[src/rtl/hwpe_ctrl_uloop_addrgen_if.sv]
// Engine-side and streamer-side handshake bundle of the micro-loop address generator.
// The master modport is the address generator; the slave modport is its environment.
interface hwpe_ctrl_uloop_addrgen_if #(
   parameter int unsigned NB_REG     = 4,
   parameter int unsigned REG_WIDTH  = 32,
   parameter int unsigned ADDR_WIDTH = 32
);
   logic                                  uloop_clear_o;
   logic                                  uloop_enable_o;
   logic                                  uloop_valid_i;
   logic                                  uloop_done_i;
   logic [NB_REG-1:0][REG_WIDTH-1:0]      uloop_offs_i;
   logic                                  addr_valid_o;
   logic                                  addr_ready_i;
   logic [NB_REG-1:0][ADDR_WIDTH-1:0]     addr_o;

   modport master (
      output uloop_clear_o, uloop_enable_o, addr_valid_o, addr_o,
      input  uloop_valid_i, uloop_done_i, uloop_offs_i, addr_ready_i
   );

   modport slave (
      input  uloop_clear_o, uloop_enable_o, addr_valid_o, addr_o,
      output uloop_valid_i, uloop_done_i, uloop_offs_i, addr_ready_i
   );
endinterface

[src/rtl/hwpe_ctrl_uloop_addrgen.sv]
// Pulls offset sets from the micro-loop engine, adds them to per-stream bases and
// queues the resulting address sets for the streamers; pulses done when fully drained.
module hwpe_ctrl_uloop_addrgen #(
   parameter int unsigned NB_REG     = 4,
   parameter int unsigned REG_WIDTH  = 32,
   parameter int unsigned ADDR_WIDTH = 32,
   parameter int unsigned CNT_WIDTH  = 16,
   parameter int unsigned FIFO_DEPTH = 2
) (
   input  logic                              clk_i,
   input  logic                              rst_i,
   input  logic                              clear_i,
   input  logic                              start_i,
   input  logic [NB_REG-1:0][ADDR_WIDTH-1:0] base_addr_i,
   hwpe_ctrl_uloop_addrgen_if.master         bus,
   output logic                              busy_o,
   output logic                              done_o,
   output logic [CNT_WIDTH-1:0]              cnt_o
);

   localparam int unsigned PTR_W = (FIFO_DEPTH > 1) ? $clog2(FIFO_DEPTH) : 1;
   localparam int unsigned OCC_W = $clog2(FIFO_DEPTH + 1);
   localparam logic [OCC_W-1:0] DEPTH_C = OCC_W'(FIFO_DEPTH);
   localparam logic [PTR_W-1:0] LAST_C  = PTR_W'(FIFO_DEPTH - 1);

   typedef logic [NB_REG-1:0][ADDR_WIDTH-1:0] aset_t;
   typedef enum logic [1:0] {IDLE, REQ, WAIT, DRAIN} state_e;

   state_e               state_q, state_d;
   aset_t                fifo_q [FIFO_DEPTH];
   aset_t                push_data, sum_c;
   logic [PTR_W-1:0]     wr_q, wr_d, rd_q, rd_d;
   logic [OCC_W-1:0]     occ_q, occ_d;
   logic [CNT_WIDTH-1:0] cnt_q, cnt_d;
   logic                 enable_q, enable_d;
   logic                 done_q, done_d;
   logic                 push, pop, uloop_clear_c;

   always_comb begin
      state_d       = state_q;
      cnt_d         = cnt_q;
      done_d        = 1'b0;
      push          = 1'b0;
      pop           = (occ_q != '0) && bus.addr_ready_i;
      uloop_clear_c = 1'b0;
      for (int i = 0; i < int'(NB_REG); i++) begin
         sum_c[i] = base_addr_i[i] + ADDR_WIDTH'(bus.uloop_offs_i[i]);
      end
      push_data = base_addr_i;

      if (pop) cnt_d = cnt_q + CNT_WIDTH'(1);

      case (state_q)
         IDLE: begin
            if (start_i) begin
               state_d       = REQ;
               push          = 1'b1;
               cnt_d         = '0;
               uloop_clear_c = 1'b1;
            end
         end
         // enable_q marks the cycle the request is actually issued
         REQ: begin
            if (enable_q) state_d = WAIT;
         end
         WAIT: begin
            if (bus.uloop_valid_i) begin
               if (bus.uloop_done_i) begin
                  state_d = DRAIN;
               end else begin
                  state_d   = REQ;
                  push      = 1'b1;
                  push_data = sum_c;
               end
            end
         end
         DRAIN: begin
            if (occ_q == '0) begin
               state_d = IDLE;
               done_d  = 1'b1;
            end
         end
         default: state_d = IDLE;
      endcase

      if (clear_i) begin
         state_d       = IDLE;
         push          = 1'b0;
         pop           = 1'b0;
         cnt_d         = '0;
         done_d        = 1'b0;
         uloop_clear_c = 1'b0;
      end

      occ_d = occ_q + OCC_W'(push) - OCC_W'(pop);
      wr_d  = push ? ((wr_q == LAST_C) ? '0 : wr_q + PTR_W'(1)) : wr_q;
      rd_d  = pop  ? ((rd_q == LAST_C) ? '0 : rd_q + PTR_W'(1)) : rd_q;
      if (clear_i) begin
         occ_d = '0;
         wr_d  = '0;
         rd_d  = '0;
      end

      // a request is only issued once a FIFO slot is guaranteed for its response
      enable_d = (state_d == REQ) && (occ_d < DEPTH_C);
   end

   always_ff @(posedge clk_i or posedge rst_i) begin
      if (rst_i) begin
         state_q  <= IDLE;
         wr_q     <= '0;
         rd_q     <= '0;
         occ_q    <= '0;
         cnt_q    <= '0;
         enable_q <= 1'b0;
         done_q   <= 1'b0;
         for (int i = 0; i < int'(FIFO_DEPTH); i++) fifo_q[i] <= '0;
      end else begin
         state_q  <= state_d;
         wr_q     <= wr_d;
         rd_q     <= rd_d;
         occ_q    <= occ_d;
         cnt_q    <= cnt_d;
         enable_q <= enable_d;
         done_q   <= done_d;
         if (push) fifo_q[wr_q] <= push_data;
      end
   end

   assign bus.uloop_clear_o  = uloop_clear_c;
   assign bus.uloop_enable_o = enable_q;
   assign bus.addr_valid_o   = (occ_q != '0);
   assign bus.addr_o         = fifo_q[rd_q];
   assign busy_o             = (state_q != IDLE);
   assign done_o             = done_q;
   assign cnt_o              = cnt_q;

endmodule

[src/flat_wrapper.sv]
// flat-port wrapper written by rule: the top's interface ports become plain ports
module hwpe_ctrl_uloop_addrgen_flat 
#(
   parameter int unsigned NB_REG     = 4,
   parameter int unsigned REG_WIDTH  = 32,
   parameter int unsigned ADDR_WIDTH = 32,
   parameter int unsigned CNT_WIDTH  = 16,
   parameter int unsigned FIFO_DEPTH = 2
)
  (clk_i, rst_i, clear_i, start_i, base_addr_i, busy_o, done_o, cnt_o, bus_uloop_clear_o, bus_uloop_enable_o, bus_addr_valid_o, bus_addr_o, bus_uloop_valid_i, bus_uloop_done_i, bus_uloop_offs_i, bus_addr_ready_i);
  hwpe_ctrl_uloop_addrgen_if #(.NB_REG(NB_REG), .REG_WIDTH(REG_WIDTH), .ADDR_WIDTH(ADDR_WIDTH)) bus_i ();
  input  logic clk_i;
  input  logic rst_i;
  input  logic clear_i;
  input  logic start_i;
  input  logic [NB_REG-1:0][ADDR_WIDTH-1:0] base_addr_i;
  output logic busy_o;
  output logic done_o;
  output logic [CNT_WIDTH-1:0] cnt_o;
  output wire logic [$bits(bus_i.uloop_clear_o)-1:0] bus_uloop_clear_o;
  output wire logic [$bits(bus_i.uloop_enable_o)-1:0] bus_uloop_enable_o;
  output wire logic [$bits(bus_i.addr_valid_o)-1:0] bus_addr_valid_o;
  output wire logic [$bits(bus_i.addr_o)-1:0] bus_addr_o;
  input wire logic [$bits(bus_i.uloop_valid_i)-1:0] bus_uloop_valid_i;
  input wire logic [$bits(bus_i.uloop_done_i)-1:0] bus_uloop_done_i;
  input wire logic [$bits(bus_i.uloop_offs_i)-1:0] bus_uloop_offs_i;
  input wire logic [$bits(bus_i.addr_ready_i)-1:0] bus_addr_ready_i;
  assign bus_uloop_clear_o = bus_i.uloop_clear_o;
  assign bus_uloop_enable_o = bus_i.uloop_enable_o;
  assign bus_addr_valid_o = bus_i.addr_valid_o;
  assign bus_addr_o = bus_i.addr_o;
  assign bus_i.uloop_valid_i = bus_uloop_valid_i;
  assign bus_i.uloop_done_i = bus_uloop_done_i;
  assign bus_i.uloop_offs_i = bus_uloop_offs_i;
  assign bus_i.addr_ready_i = bus_addr_ready_i;
  hwpe_ctrl_uloop_addrgen #(.NB_REG(NB_REG), .REG_WIDTH(REG_WIDTH), .ADDR_WIDTH(ADDR_WIDTH), .CNT_WIDTH(CNT_WIDTH), .FIFO_DEPTH(FIFO_DEPTH)) u_core (.clk_i(clk_i), .rst_i(rst_i), .clear_i(clear_i), .start_i(start_i), .base_addr_i(base_addr_i), .bus(bus_i), .busy_o(busy_o), .done_o(done_o), .cnt_o(cnt_o));
endmodule
[config.mk]
export PLATFORM = sky130hd
export DESIGN_NAME = hwpe_ctrl_uloop_addrgen_flat
export DESIGN_NICKNAME = d
export VERILOG_FILES = /design/src/rtl/hwpe_ctrl_uloop_addrgen_if.sv /design/src/rtl/hwpe_ctrl_uloop_addrgen.sv /design/src/flat_wrapper.sv
export SDC_FILE = /design/constraint.sdc
export NUM_CORES = 1
export LEC_CHECK = 0
export BUFFER_PORTS_ARGS = -buffer_cell sky130_fd_sc_hd__buf_2
export CORE_MARGIN = 2
export CORE_UTILIZATION = 40
export DETAILED_ROUTE_END_ITERATION = 10
export GPL_TIMING_DRIVEN = 0
export HOLD_SLACK_MARGIN = 0.05
export PLACE_DENSITY = 0.6
export SYNTH_ARGS = -nofsm -noshare
export SYNTH_HDL_FRONTEND = slang
export SYNTH_SLANG_ARGS = --single-unit
[constraint.sdc]
create_clock -name clk_i -period 8.79 [get_ports clk_i]
set_input_delay 0.4395 -clock clk_i [delete_from_list [all_inputs] [get_ports clk_i]]
set_output_delay 0.4395 -clock clk_i [all_outputs]
set_load 0.05 [all_outputs]
* Word level (Yosys, flattened, before mapping)
Index checks and enable logic that the tools add are counted.
Word-level totals: register bits after elaboration 280, bits in latches 0, bits in writable memories 0, memory bits (read-only) 0, logic and storage cells 81, memories kept 0
Cells by class: add/subtract/negate cells 9, multiply operators 0, div/mod/pow operators 0, magnitude comparators 4, equality and inequality tests 4, shift operators 0, muxes and demuxes 38, bitwise gates (word level) 2, reductions and logical operators 9
Operators with widths (number):
- $mux W128 | 7
- $bwmux W256 | 1
- $add A32 B32 Y32 | 4
- $demux W128 S1 | 1
- $mux W16 | 4
- $add A16 B1 Y16 const B | 1
- $mux W1 | 16
- $mux W2 | 7
- $pmux W2 S4 | 1
- $reduce_bool A2 Y1 | 4
- $eq A2 B1 Y1 const B | 2
- $eq A2 B2 Y1 const B | 2
- $ge A2 B2 Y1 const B | 2
- $logic_not A2 Y1 | 2
- $not A1 Y2 | 2
- $logic_and A1 B1 Y1 | 3
- $add A1 B1 Y1 const B | 2
- $add A2 B1 Y2 | 1
- $lt A2 B1 Y1 const B | 1
- $lt A2 B2 Y1 const B | 1
- $pmux W1 S2 | 1
- $sub A2 B1 Y2 | 1

* Depth between registers and ports, before layout
Gate-level depths: netlist (run 1).
depth after elaboration 9, mapped depth 12, mapped depth without buffers 12

* Worst setup path after synthesis (run 1)
No wires, ideal clock.
path kind input to register, start input port bus_uloop_offs_i[0], end register u_core.fifo_q[30] in the netlist's numbering, library setup time 0.125 ns, data arrival time 2.888 ns, required time 8.665 ns, setup slack 5.777 ns, stages 12, cell sequence ha_1 > fa_1 > a211oi_1 > o21bai_1 > a21o_1 > a211oi_1 > o31ai_2 > a21oi_1 > a21oi_1 > a31oi_1 > or4_1 > nand3_1
On the way: cells in the longest elaborated chain, start to end 5
RTL lines:
- start: declaration | line flat_wrapper.sv:26 | input wire logic [$bits(bus_i.uloop_offs_i)-1:0] bus_uloop_offs_i;
- $add A32 B32 Y32 | line hwpe_ctrl_uloop_addrgen.sv:47 | sum_c[i] = base_addr_i[i] + ADDR_WIDTH'(bus.uloop_offs_i[i]);
- $mux W128 | line hwpe_ctrl_uloop_addrgen.sv:68 | if (bus.uloop_done_i) begin
- $mux W128 | line hwpe_ctrl_uloop_addrgen.sv:67 | if (bus.uloop_valid_i) begin
- $mux W128 | line hwpe_ctrl_uloop_addrgen.sv:53 | case (state_q)
- $bwmux W256 | line hwpe_ctrl_uloop_addrgen.sv:126 | if (push) fifo_q[wr_q] <= push_data;
- end signal: indexed assignment | line hwpe_ctrl_uloop_addrgen.sv:126
- end: declaration | line hwpe_ctrl_uloop_addrgen.sv:30 | aset_t fifo_q [FIFO_DEPTH];
Every way passes these cells. A chain may end at the register's enable or synchronous reset.

* Worst setup path after layout (run 1)
start register u_core.state_q[0], end register u_core.fifo_q[92] in the netlist's numbering
On the way: cells in the longest elaborated chain, start to end 3
RTL lines:
- start: declaration | line hwpe_ctrl_uloop_addrgen.sv:29 | state_e state_q, state_d;
- start signal: assignment | line hwpe_ctrl_uloop_addrgen.sv:119 | state_q <= state_d;
- $eq A2 B2 Y1 or $logic_not A2 Y1 (tied branches) | line hwpe_ctrl_uloop_addrgen.sv:53
- $pmux W1 S2 or $mux W128 (tied branches) | line hwpe_ctrl_uloop_addrgen.sv:53
- $mux W1 or $bwmux W256 (tied branches) | line hwpe_ctrl_uloop_addrgen.sv:86, hwpe_ctrl_uloop_addrgen.sv:126
Parallel ways exist; a longest one is shown, timed or not.

==> metrics.md, run 1 <==
| Metric | Value |
|---|---|
| Result of the run | complete, no violations |
| Port Buffer Count | 410 |
| Worst slack at placement | 4.31 ns |
| Vias after detailed routing | 17.9k |
| Achievable clock frequency | 0.226 GHz |
| Register area share after synthesis | 37.5% |
| Met3 usage | 5.91% |
| Tightest slew margin relative to the limit | 10.8% |
| Max-slew violation count | 0 |
| TritonCTS clock tree | done |
| Data required time of the worst path | 9.24 ns |
| Post-synthesis instance area | 0.0187 mm^2 |
| Global-route wire length before repair | 97600 um |
| Share of async-settable or async-resettable flops after synthesis | 100% |
| Antenna violations before repair | 11 |
| MaxCap Viol Count | 0 |
| Total of flip-flops plus latches after synthesis | 280 |
| Total internal power | 3.46 mW |
| Critical Path End Type | register |
| Min-Delay Path Class | in2reg |
| Primary flip-flop cell chosen by synthesis mapping | sky130_fd_sc_hd__dfrtp_1 |
| Iter 0 DRT Violations | 1146 |
| Vias in the first global route | 17.6k |
| Overall routing resource usage | 26.3% |
| P_leak | 11.0 nW |
| Busiest layer in global routing | met2 |
| Utilization after layout | 49.2% |
| Highest fanout seen on the critical path | 10 |
| Transition at the pin with the smallest max-transition slack | 1.34 ns |
| Worst hold margin | 0.208 ns |
| Die X-Extent | 220 um |
| TritonCTS buffer count | 35 |
| I/O pin count | 412 |
| Largest net degree at the start of global routing | 113 |
| DRT Pass-1 Iters | 5 |
| Die Outline Area | 0.0485 mm^2 |
| Wire length per cell after detailed routing | 20.2 um |
| Post-synth net total | 2528 |
| Number of enable flip-flop cells after synthesis | 0 |
| Placed cell area | 0.0216 mm^2 |
| Overall die height | 220 um |
| Part of the power in combinational logic | 42.5% |
| Part of the total power dissipated in sequential elements | 32.5% |
| Residual DRC count | 0 |
| Level count of the clock H-tree | 2 |
| RSZ-0062 raised after global routing | no |
| Classification of the worst setup path | reg2reg |
| Fraction of power spent switching nets | 42.6% |
| Minimum clock period | 4.42 ns |
| Final setup margin | 4.37 ns |
| Antenna Violating Nets Remaining | 0 |
| Num Clock Sinks | 280 |
| Yosys warnings | 0 |
| Grt total ovfl | 0 |
| Areal power density over the cells | 264 mW/mm^2 |
| Clock transition at the registers of the reported paths | 0.06 ns |
| Average instance area after synthesis | 8.76 um^2 |
| FP Rows | 79 |
| Crit path launch type | register |
| Tcrit/Tclk final | 50.3% |
| Largest voltage drop on the vdd net | 0.000145 V |
| Distinct cell type count after synthesis | 66 |
| Placeable core region | 0.0464 mm^2 |
| Buffer count from post-CTS setup fixing | 0 |
| GR Util met1 | 34.1% |
| Nets | 2979 |
| Final Instance Area | 0.0228 mm^2 |
| Clock tree buffer depth | 3 |
| Worst Skew | 0.0144 ns |
| Syn Inst Count | 2134 |
| Routability-driven placement congestion ratio | 0.921 |
| Detailed-route wire length | 65000 um |
| Layout cell share with drive strength beyond 1 | 23.8% |
| Clock Power Share | 25.0% |
| Area growth from synthesis to layout | 22.1% |
| Final hold violation count | 0 |
| Skew-Pair Late Insertion Delay | 0.55 ns |
| Met2 demand-to-capacity share in global routing | 43.0% |
| Detailed-placement wirelength estimate | 49700 um |
| Number of setup violations in the final report | 0 |
| Switch Pwr | 2.57 mW |
| Buffer type at the clock tree root | sky130_fd_sc_hd__clkbuf_16 |
| WP data arrival | 4.87 ns |
| Effective utilization at floorplan | 40.3% |
| Via/cell ratio | 5.55 |
## power groups by stage
stage	clock network, mW	registers [mW]	logic (mW)
final	1.50	1.96	2.56
after global routing	1.58	2.01	2.77
after CTS	1.53	1.95	2.57
after detailed placement	0	1.97	2.55
after global placement	0	1.95	2.52
after floorplan	0	1.91	1.96
## kinds of logic after synthesis
kind of cell             count (synthesis)  share of synthesized area, %
flip-flops                             280                          37.5
buffers and inverters                  140                          2.82
multiplexers                           170                          9.98
AND/OR/NAND/NOR                        629                          14.7
adder cells (fa/ha/maj)                131                          8.93
XOR/XNOR                               119                          5.58
AO/OA/AOI/OAI                          665                          20.5
## stage by stage
stage,std cells,power [mW],TNS [ns]
after floorplan,2134,3.88,0
after global placement,3151,4.47,-659.26
after detailed placement,3154,4.53,0
after CTS,3217,6.06,0
after global routing,3219,6.36,0
final,3220,6.02,0
## critical path, stage by stage, from the launching register on
cell and delay [ns]:
sky130_fd_sc_hd__dfrtp_1 0.32, sky130_fd_sc_hd__clkbuf_1 0.28, sky130_fd_sc_hd__or4b_1 0.18, sky130_fd_sc_hd__clkbuf_1 0.75, sky130_fd_sc_hd__a21oi_1 0.37, sky130_fd_sc_hd__nand2_1 0.23, sky130_fd_sc_hd__clkbuf_1 0.60, sky130_fd_sc_hd__clkbuf_1 0.77
sky130_fd_sc_hd__clkbuf_1 0.58, sky130_fd_sc_hd__nand2_1 0.13, sky130_fd_sc_hd__o21ai_0 0.10
## synthesized netlist by cell type, types with 10 or more instances
master / number / share of area (%)
sky130_fd_sc_hd__dfrtp_1: 280 / 37
sky130_fd_sc_hd__a211oi_1: 18 / 0.72
sky130_fd_sc_hd__nor2_1: 149 / 3.0
sky130_fd_sc_hd__or3_1: 13 / 0.44
sky130_fd_sc_hd__nand3_1: 24 / 0.64
sky130_fd_sc_hd__inv_1: 33 / 0.66
sky130_fd_sc_hd__o21ai_0: 274 / 7.3
sky130_fd_sc_hd__a21o_1: 57 / 2.3
sky130_fd_sc_hd__mux2i_1: 40 / 2.1
sky130_fd_sc_hd__o21bai_1: 20 / 0.80
sky130_fd_sc_hd__nor2b_1: 10 / 0.33
sky130_fd_sc_hd__nor3_1: 13 / 0.35
sky130_fd_sc_hd__and3_1: 16 / 0.54
sky130_fd_sc_hd__mux2_2: 130 / 7.8
sky130_fd_sc_hd__o21ai_1: 17 / 0.46
sky130_fd_sc_hd__clkbuf_1: 103 / 2.1
sky130_fd_sc_hd__a21oi_1: 189 / 5.1
sky130_fd_sc_hd__xor2_1: 56 / 2.6
sky130_fd_sc_hd__ha_1: 127 / 8.5
sky130_fd_sc_hd__xnor2_1: 63 / 3.0
sky130_fd_sc_hd__a31oi_1: 37 / 1.2
sky130_fd_sc_hd__nand2b_1: 15 / 0.50
sky130_fd_sc_hd__nand2_1: 328 / 6.6
sky130_fd_sc_hd__nand4_1: 21 / 0.70
## cells in the final DEF, fill, tap and decap left out, types with 24 or more instances in the layout
| cell | instances |
|---|---|
| sky130_fd_sc_hd__buf_2 | 411 |
| sky130_fd_sc_hd__nand2_1 | 328 |
| sky130_fd_sc_hd__dfrtp_1 | 280 |
| sky130_fd_sc_hd__o21ai_0 | 274 |
| sky130_fd_sc_hd__a21oi_1 | 189 |
| sky130_fd_sc_hd__nor2_1 | 149 |
| sky130_fd_sc_hd__mux2_2 | 130 |
| sky130_fd_sc_hd__ha_1 | 127 |
| sky130_fd_sc_hd__clkbuf_1 | 105 |
| sky130_fd_sc_hd__xnor2_1 | 63 |
| sky130_fd_sc_hd__a21o_1 | 57 |
| sky130_fd_sc_hd__xor2_1 | 56 |
| sky130_fd_sc_hd__mux2i_1 | 40 |
| sky130_fd_sc_hd__a31oi_1 | 37 |
| sky130_fd_sc_hd__clkbuf_16 | 37 |
| sky130_fd_sc_hd__inv_1 | 32 |
| sky130_fd_sc_hd__nand3_1 | 24 |
## registers in the layout, indices dropped and copies added, names as in the netlist
signal                     flops
u_core.fifo_q                256
u_core.occ_q                   2
u_core.cnt_o                  16
u_core.rd_q                    1
u_core.wr_q                    1
u_core.bus.uloop_enable_o      1
u_core.done_o                  1
u_core.state_q                 2
## final cells by class
cell class | instances | area, um^2
buffer | 107 | 403
clock buffer | 50 | 1080
antenna | 3 | 7.51
fill | 4517 | 23600
timing repair buffer | 414 | 2120
clock inverter | 12 | 131
sequential | 280 | 7010
inverter | 33 | 131
multi-input combinational | 1714 | 11200
tap | 607 | 759
## worst paths after layout
check,from,to,slack [ns],depth (start not counted)
min in group asynchronous,rst_i,u_core.cnt_o[15]$_DFF_PP0_,0.48,3
hold / removal,bus_addr_ready_i,u_core.cnt_o[1]$_DFF_PP0_,0.21,4
setup reg to reg,u_core.state_q[0]$_DFF_PP0_,u_core.fifo_q[92]$_DFFE_PP0P_,4.37,10
max in group asynchronous,rst_i,u_core.fifo_q[77]$_DFFE_PP0P_,6.93,5
hold reg to reg,u_core.fifo_q[120]$_DFFE_PP0P_,u_core.fifo_q[120]$_DFFE_PP0P_,0.47,2
setup / recovery,u_core.state_q[0]$_DFF_PP0_,u_core.fifo_q[92]$_DFFE_PP0P_,4.37,10
## routing by layer
metal / share of wire [%] / vias to the layer above
met4: 3.3 / 14
met1: 43 / 8654
met2: 46 / 566
li1: - / 8506
met5: 0.13 / -
met3: 7.2 / 115
## timing repair
action                                  4_1_cts  5_1_grt
resized for setup                             0        0
endpoints found under the setup margin        0        0
hold buffers                                  1        0
endpoints found under the hold margin        62        0
No activity file was read; power rests on OpenSTA's default activity.
==> run 2, diff against run 1 <==
==> constraint.sdc (replaced) <==
create_clock -name clk_i -period 4.4 [get_ports clk_i]
set_input_delay 0.22 -clock clk_i [delete_from_list [all_inputs] [get_ports clk_i]]
set_output_delay 0.22 -clock clk_i [all_outputs]
set_load 0.05 [all_outputs]
==> run 2 against run 1 <==
  * Register-to-register slack got worse by 3.8 ns
  * Sequential cell count is the same
  * Clock-buffer cell count rose by 4
  * Critical path depth shrank 1
  * Combinational power up 100%
  * First-iteration DRC count down 4.1%
  * Hold slack got worse by 0.15 ns
  * Cell area up 3.0%
  * Core utilization is 1.5 points higher
  * Wire length shrank 0.67%
  * Clock skew shrank 0.0046 ns
  * Critical path type unchanged
  * Largest power group unchanged
  * Highest routed layer unchanged
==> metrics.md, run 2 (synthesis gave the netlist of run 1 again) <==
| Metric | Value |
|---|---|
| Detailed-route wire length | 64500 um |
| Number of diodes added for antenna fixing | 0 |
| Die X-Extent | 220 um |
| Area growth from synthesis to layout | 25.7% |
| Wire length per cell after detailed routing | 19.6 um |
| Achievable clock frequency | 0.260 GHz |
| Nets | 3051 |
| Clock transition at the registers of the reported paths | 0.06 ns |
| RSZ-0062 raised after global routing | no |
| Effective utilization at floorplan | 40.3% |
| Residual DRC count | 0 |
| Critical-path cell with the highest stage delay | sky130_fd_sc_hd__or4b_4 |
| Level count of the clock H-tree | 2 |
| Port Buffer Count | 410 |
| Die Outline Area | 0.0485 mm^2 |
| Antenna Violating Nets Remaining | 0 |
| Crit path launch type | register |
| DRT Pass-1 Iters | 5 |
| Layout cell share with drive strength beyond 1 | 23.1% |
| Max FFs per register | 256 |
| FP Rows | 79 |
| Minimum clock period | 3.84 ns |
| Overall routing resource usage | 25.9% |
| Iter 0 DRT Violations | 1099 |
| TritonCTS buffer count | 35 |
| Via/cell ratio | 5.51 |
| Tot Pwr | 11.9 mW |
| Antenna violations before repair | 7 |
| MaxCap Viol Count | 0 |
| Placed cell count | 3159 |
| Worst hold margin | 0.0582 ns |
| Slowest cell delay on critical path | 0.69 ns |
| Placeable core region | 0.0464 mm^2 |
| Skew-Pair Late Insertion Delay | 0.52 ns |
| Tightest slew margin relative to the limit | 14.6% |
| List of cells traversed by the critical path | clkbuf_1 > or4b_4 > a21oi_1 > nand2_1 > clkbuf_1 > clkdlybuf4s15_1 > clkbuf_1 > nand2_1 > o21ai_0 |
| Number of setup violations in the final report | 0 |
| TritonCTS clock tree | done |
| Register area | 0.00701 mm^2 |
| Num Clock Sinks | 280 |
| Largest voltage drop on the vdd net | 0.000268 V |
| P_leak | 11.3 nW |
| Setup TNS after final layout | 0 ns |
| Global-route wire length before repair | 97100 um |
| Max-slew violation count | 0 |
| Detailed-placement wirelength estimate | 49400 um |
| Areal power density over the cells | 507 mW/mm^2 |
| Tcrit/Tclk final | 87.3% |
| Grt total ovfl | 0 |
| Most frequent standard cell in the layout excluding fill and tap cells | sky130_fd_sc_hd__buf_2 |
| Worst Skew | 0.00987 ns |
| Transition at the pin with the smallest max-transition slack | 1.28 ns |
| Final hold violation count | 0 |
| Buffer type at the clock tree root | sky130_fd_sc_hd__clkbuf_16 |
| Vias in the first global route | 17.7k |
| Overall die height | 220 um |
| Min-Delay Path Class | in2reg |
| I/O pin count | 412 |
| Highest fanout seen on the critical path | 10 |
| Clock tree buffer depth | 3 |
| Classification of the worst setup path | reg2reg |
| Data required time of the worst path | 4.77 ns |
| Routability-driven placement congestion ratio | 0.925 |
| FILL cells | 4467 |
| Commonest cells after routing, fill and taps aside | sky130_fd_sc_hd__buf_2, sky130_fd_sc_hd__nand2_1, sky130_fd_sc_hd__dfrtp_1 |
| Register with the most flip-flops | u_core.fifo_q |
| Result of the run | complete, no violations |
| Vias after detailed routing | 18.1k |
| Footprint of the multi-input gates | 0.0112 mm^2 |
| WP data arrival | 4.21 ns |
| Largest net degree at the start of global routing | 43 |
| Library cell appearing most often on the critical path | sky130_fd_sc_hd__clkbuf_1 |
| Layout Cells excl Fill | 3288 |
| Critical Path End Type | register |
-- run 2: changes by cell type in the layout (fill, tap and decap cells not counted), sizes merged --
| cell | change |
|---|---|
| diode | -3 |
| clkdlybuf4s15 | +1 |
| inv | -2 |
| dlygate4sd3 | +68 |
| clkinvlp | -2 |
| bufinv | -1 |
| buf | +5 |
| clkbuf | +2 |
-- run 2: final timing paths --
| path | start | to | slack, ns | cells past startpoint |
|---|---|---|---|---|
| worst max-delay path | u_core.state_q[0]$_DFF_PP0_ | u_core.fifo_q[3]$_DFFE_PP0P_ | 0.56 | 9 |
| worst min-delay path | base_addr_i[98] | u_core.fifo_q[226]$_DFFE_PP0P_ | 0.06 | 3 |
| worst max register to register | u_core.state_q[0]$_DFF_PP0_ | u_core.fifo_q[3]$_DFFE_PP0P_ | 0.56 | 9 |
| worst min register to register | u_core.fifo_q[7]$_DFFE_PP0P_ | u_core.fifo_q[7]$_DFFE_PP0P_ | 0.47 | 2 |
| max in group asynchronous | rst_i | u_core.fifo_q[34]$_DFFE_PP0P_ | 2.99 | 5 |
| min in group asynchronous | rst_i | u_core.fifo_q[110]$_DFFE_PP0P_ | 0.41 | 3 |
-- run 2: per-layer routing --
layer | vias up | GRT usage (%) | wire (um)
met5 | - | 0 | 83
li1 | 8642 | - | -
met1 | 8752 | 34.2 | 28400
met3 | 131 | 5.21 | 4080
met4 | 12 | 8.59 | 2160
met2 | 564 | 42.6 | 29800
-- run 2: power breakdown --
part / leakage (nW) / internal [mW] / switching (mW)
Clock: 0.564 / 1.74 / 1.11
Combinational: 7.17 / 1.65 / 3.51
Sequential: 3.52 / 3.47 / 0.442
-- run 2: cell type report --
cell class / count / area share [%]
inverter: 33 / 0.543
tap: 607 / 3.23
timing repair buffer: 487 / 12.3
sequential: 280 / 29.8
buffer: 106 / 1.73
clock inverter: 7 / 0.266
clock buffer: 54 / 4.60
multi-input combinational: 1714 / 47.5
-- run 2: what timing repair did --
item	4_1_cts	5_1_grt
setup endpoints to repair	52	10
hold endpoints to repair	141	0
buffers inserted	0	0
hold buffers	69	0
gates resized for setup	0	3
-- run 2: metrics by stage --
step                util [%]  area, um^2  setup slack, ns
global placement        46.4       21500            -1.17
global route            50.7       23500            0.310
detailed placement      46.7       21700           -0.182
finish                  50.7       23500            0.559
floorplan                  -       18700            0.473
CTS                     50.7       23500           0.0931
-- run 2: critical path: cells and delay by family, from the launching register on --
| kind | cells | cell delay [ns] |
|---|---|---|
| AOI/OAI and AO/OA | 2 | 0.53 |
| DFF | 1 | 0.35 |
| buffers and inverters | 4 | 1.71 |
| and+or+nand+nor | 3 | 1.06 |
==> run 3, diff against run 2 <==
--- a/config.mk
+++ b/config.mk
@@ -5,13 +5,15 @@
 export SDC_FILE = /design/constraint.sdc
 export NUM_CORES = 1
 export LEC_CHECK = 0
+export ABC_AREA = 1
+export ABC_CLOCK_PERIOD_IN_PS = 4400
 export BUFFER_PORTS_ARGS = -buffer_cell sky130_fd_sc_hd__buf_2
 export CORE_MARGIN = 2
 export CORE_UTILIZATION = 40
 export DETAILED_ROUTE_END_ITERATION = 10
 export GPL_TIMING_DRIVEN = 0
 export HOLD_SLACK_MARGIN = 0.05
-export PLACE_DENSITY = 0.6
+export PLACE_DENSITY = 0.59
 export SYNTH_ARGS = -nofsm -noshare
 export SYNTH_HDL_FRONTEND = slang
 export SYNTH_SLANG_ARGS = --single-unit
==> run 3 against run 2 <==
  * Highest routed layer unchanged
  * Clock skew increased by 0.017 ns
  * First-iteration DRC count increased by 74%
  * Power shrank 1.1%
  * Hold slack improved by 0.0089 ns
  * Area after synthesis up 22%
  * Global-route usage grew 5.6 points
  * Combinational power down 3%
==> metrics.md, run 3 <==
| Metric | Value |
|---|---|
| Yosys warnings | 0 |
| Largest cells by area after synthesis | sky130_fd_sc_hd__dfrtp_1, sky130_fd_sc_hd__nand2_1, sky130_fd_sc_hd__inv_1 |
| Largest voltage drop on the vdd net | 0.000344 V |
| Syn Inst Count | 3756 |
| List of cells traversed by the critical path | clkbuf_1 > clkbuf_1 > nand2_1 > nand2_1 > buf_2 |
| DRT Pass-1 Iters | 7 |
| Max FFs per register | 256 |
| Critical Path End Type | output pin |
| Register with the most flip-flops | u_core.fifo_q |
| Achievable clock frequency | 0.311 GHz |
| Most frequent cells after synthesis | sky130_fd_sc_hd__nand2_1, sky130_fd_sc_hd__inv_1, sky130_fd_sc_hd__nand3_1 |
| Vias after detailed routing | 25.4k |
| Detailed-placement wirelength estimate | 74800 um |
| Area share of the leading cell type in the synthesized netlist | 30.8% |
| Worst Skew | 0.0268 ns |
| Antenna Violating Nets Remaining | 0 |
| Skew-Pair Late Insertion Delay | 0.57 ns |
| Antenna violations before repair | 3 |
| Overall die height | 242 um |
| Critical-path cell with the highest stage delay | sky130_fd_sc_hd__clkbuf_1 |
| Minimum clock period | 3.22 ns |
| Areal power density over the cells | 422 mW/mm^2 |
| Port Buffer Count | 411 |
| Global-route wire length before repair | 142000 um |
| Share of async-settable or async-resettable flops after synthesis | 100% |
| Most repeated cell in the gate-level netlist after synthesis | sky130_fd_sc_hd__nand2_1 |
| Highest fanout seen on the critical path | 10 |
| Area growth from synthesis to layout | 22.7% |
| Largest net degree at the start of global routing | 42 |
| Number of setup violations in the final report | 0 |
| Final setup margin | 1.18 ns |
| Detailed-route wire length | 94500 um |
| FILL cells | 6112 |
| Most frequent standard cell in the layout excluding fill and tap cells | sky130_fd_sc_hd__nand2_1 |
| Primary flip-flop cell chosen by synthesis mapping | sky130_fd_sc_hd__dfrtp_1 |
| Transition at the pin with the smallest max-transition slack | 1.16 ns |
| Post-synth net total | 4150 |
| Crit path launch type | register |
| Nets | 4688 |
| Result of the run | complete, no violations |
| Die Outline Area | 0.0588 mm^2 |
| Routability-driven placement congestion ratio | 0.987 |
| Commonest cells after routing, fill and taps aside | sky130_fd_sc_hd__nand2_1, sky130_fd_sc_hd__inv_1, sky130_fd_sc_hd__buf_2 |
| Level count of the clock H-tree | 2 |
| Iter 0 DRT Violations | 1913 |
| Register area share after synthesis | 30.8% |
| Post-synthesis instance area | 0.0227 mm^2 |
| Worst hold margin | 0.0670 ns |
| RSZ-0062 raised after global routing | no |
| Worst slack at placement | 1.67 ns |
| Num Clock Sinks | 280 |
| Worst path top cell family by delay | buffers and inverters |
| Total of flip-flops plus latches after synthesis | 280 |
| Buffers plus inverters on the worst setup path | 3 |
| Clock tree buffer depth | 3 |
| Residual DRC count | 0 |
| Buffer type at the clock tree root | sky130_fd_sc_hd__clkbuf_16 |
| Tightest slew margin relative to the limit | 22.5% |
| Effective utilization at floorplan | 40.4% |
| Number of instances resized during post-cts repair | 0 |
| Die X-Extent | 242 um |
| Slowest cell delay on critical path | 0.77 ns |
| Max-slew violation count | 0 |
| Final hold violation count | 0 |
| FP Rows | 87 |
| Tcrit/Tclk final | 73.1% |
| Setup TNS after final layout | 0 ns |
| Distinct cell type count after synthesis | 39 |
| MaxCap Viol Count | 0 |
| WP data arrival | 3.00 ns |
| Grt total ovfl | 0 |
| Wire length per cell after detailed routing | 18.6 um |
| Clock transition at the registers of the reported paths | 0.06 ns |
| Via/cell ratio | 5.01 |
| Placeable core region | 0.0563 mm^2 |
| Overall routing resource usage | 31.6% |
| TritonCTS clock tree | done |
| Min-Delay Path Class | in2reg |
| Layout cell share with drive strength beyond 1 | 13.1% |
| TritonCTS buffer count | 36 |
| Classification of the worst setup path | reg2out |
| Number of enable flip-flop cells after synthesis | 0 |
| Data required time of the worst path | 4.18 ns |
| P_leak | 16.3 nW |
| Cell accounting for the most synthesized area | sky130_fd_sc_hd__dfrtp_1 |
| Vias in the first global route | 24.1k |
| Average instance area after synthesis | 6.05 um^2 |
| I/O pin count | 412 |
==> run 3: cell types whose count changed after synthesis, moves of 71 or more <==
cell	change
sky130_fd_sc_hd__a21oi_1	-95
sky130_fd_sc_hd__inv_1	+456
sky130_fd_sc_hd__mux2_2	-130
sky130_fd_sc_hd__nand2_1	+1407
sky130_fd_sc_hd__nand3_1	+273
sky130_fd_sc_hd__nor2_1	+71
sky130_fd_sc_hd__o21ai_0	-122
==> run 3: cell type report <==
type / count / area, um^2 / share of cell area, %
multi-input combinational: 2872 / 13400 / 48.1
sequential: 280 / 7010 / 25.1
timing repair buffer: 500 / 3020 / 10.8
inverter: 492 / 1850 / 6.63
clock buffer: 50 / 1030 / 3.70
tap: 756 / 946 / 3.39
buffer: 112 / 472 / 1.69
clock inverter: 12 / 164 / 0.587
antenna: 1 / 2.50 / 0.00897
==> run 3: per-stage QoR <==
step	cell area [um^2]	instances	util, %	power, mW
2_1_floorplan	22700	3756	-	7.24
3_3_place_gp	25700	4923	45.8	8.61
3_5_place_dp	25900	4930	46.0	8.66
4_1_cts	27900	5074	49.6	11.8
5_1_grt	27900	5074	49.6	12.5
6_report	27900	5075	49.6	11.8
==> run 3: metal layers <==
layer / part of all wire (%) / track usage, % / vias to the layer above
li1: - / - / 12800
met5: 0.014 / 0 / -
met3: 6.0 / 4.50 / 152
met4: 3.4 / 10.0 / 2
met1: 45 / 42.6 / 11700
met2: 46 / 52.1 / 806
==> run 3: report_power, final <==
part           total, mW  switching, mW  internal [mW]
Sequential          3.71          0.381           3.33
Combinational       5.02           3.65           1.37
Clock               3.05           1.23           1.82
Total               11.8           5.26           6.52
==> run 3: cell families after synthesis <==
kind of cell | Yosys count | synth area share (%)
flip-flops | 280 | 30.8
AO/OA/AOI/OAI | 329 | 8.01
buffers and inverters | 604 | 10.2
AND/OR/NAND/NOR | 2369 | 42.0
adder cells (fa/ha/maj) | 131 | 7.34
multiplexers | 3 | 0.132
XOR/XNOR | 40 | 1.54
==> run 3: worst paths after layout <==
kind                                               start                        endpoint  slack, ns  cells past startpoint
max                              u_core.rd_q$_DFFE_PP0P_                   bus_addr_o[0]       1.18                      5
min                                      base_addr_i[26]  u_core.fifo_q[154]$_DFFE_PP0P_       0.07                      4
max reg2reg                  u_core.state_q[0]$_DFF_PP0_  u_core.fifo_q[160]$_DFFE_PP0P_       1.61                      8
min reg2reg                u_core.fifo_q[49]$_DFFE_PP0P_   u_core.fifo_q[49]$_DFFE_PP0P_       0.48                      2
max in group asynchronous                          rst_i  u_core.fifo_q[249]$_DFFE_PP0P_       2.75                      6
min in group asynchronous                          rst_i   u_core.fifo_q[16]$_DFFE_PP0P_       0.37                      3
==> run 3: tightest hold or removal path: stages <==
cell and delay (ns):
sky130_fd_sc_hd__buf_2 0.12, sky130_fd_sc_hd__or2_2 0.13, sky130_fd_sc_hd__nand3_1 0.07, sky130_fd_sc_hd__nand2_1 0.06
==> run 3: what timing repair did <==
action,4_1_cts,5_1_grt
buffers inserted,0,0
hold buffers,82,0
endpoints found under the hold margin,185,0
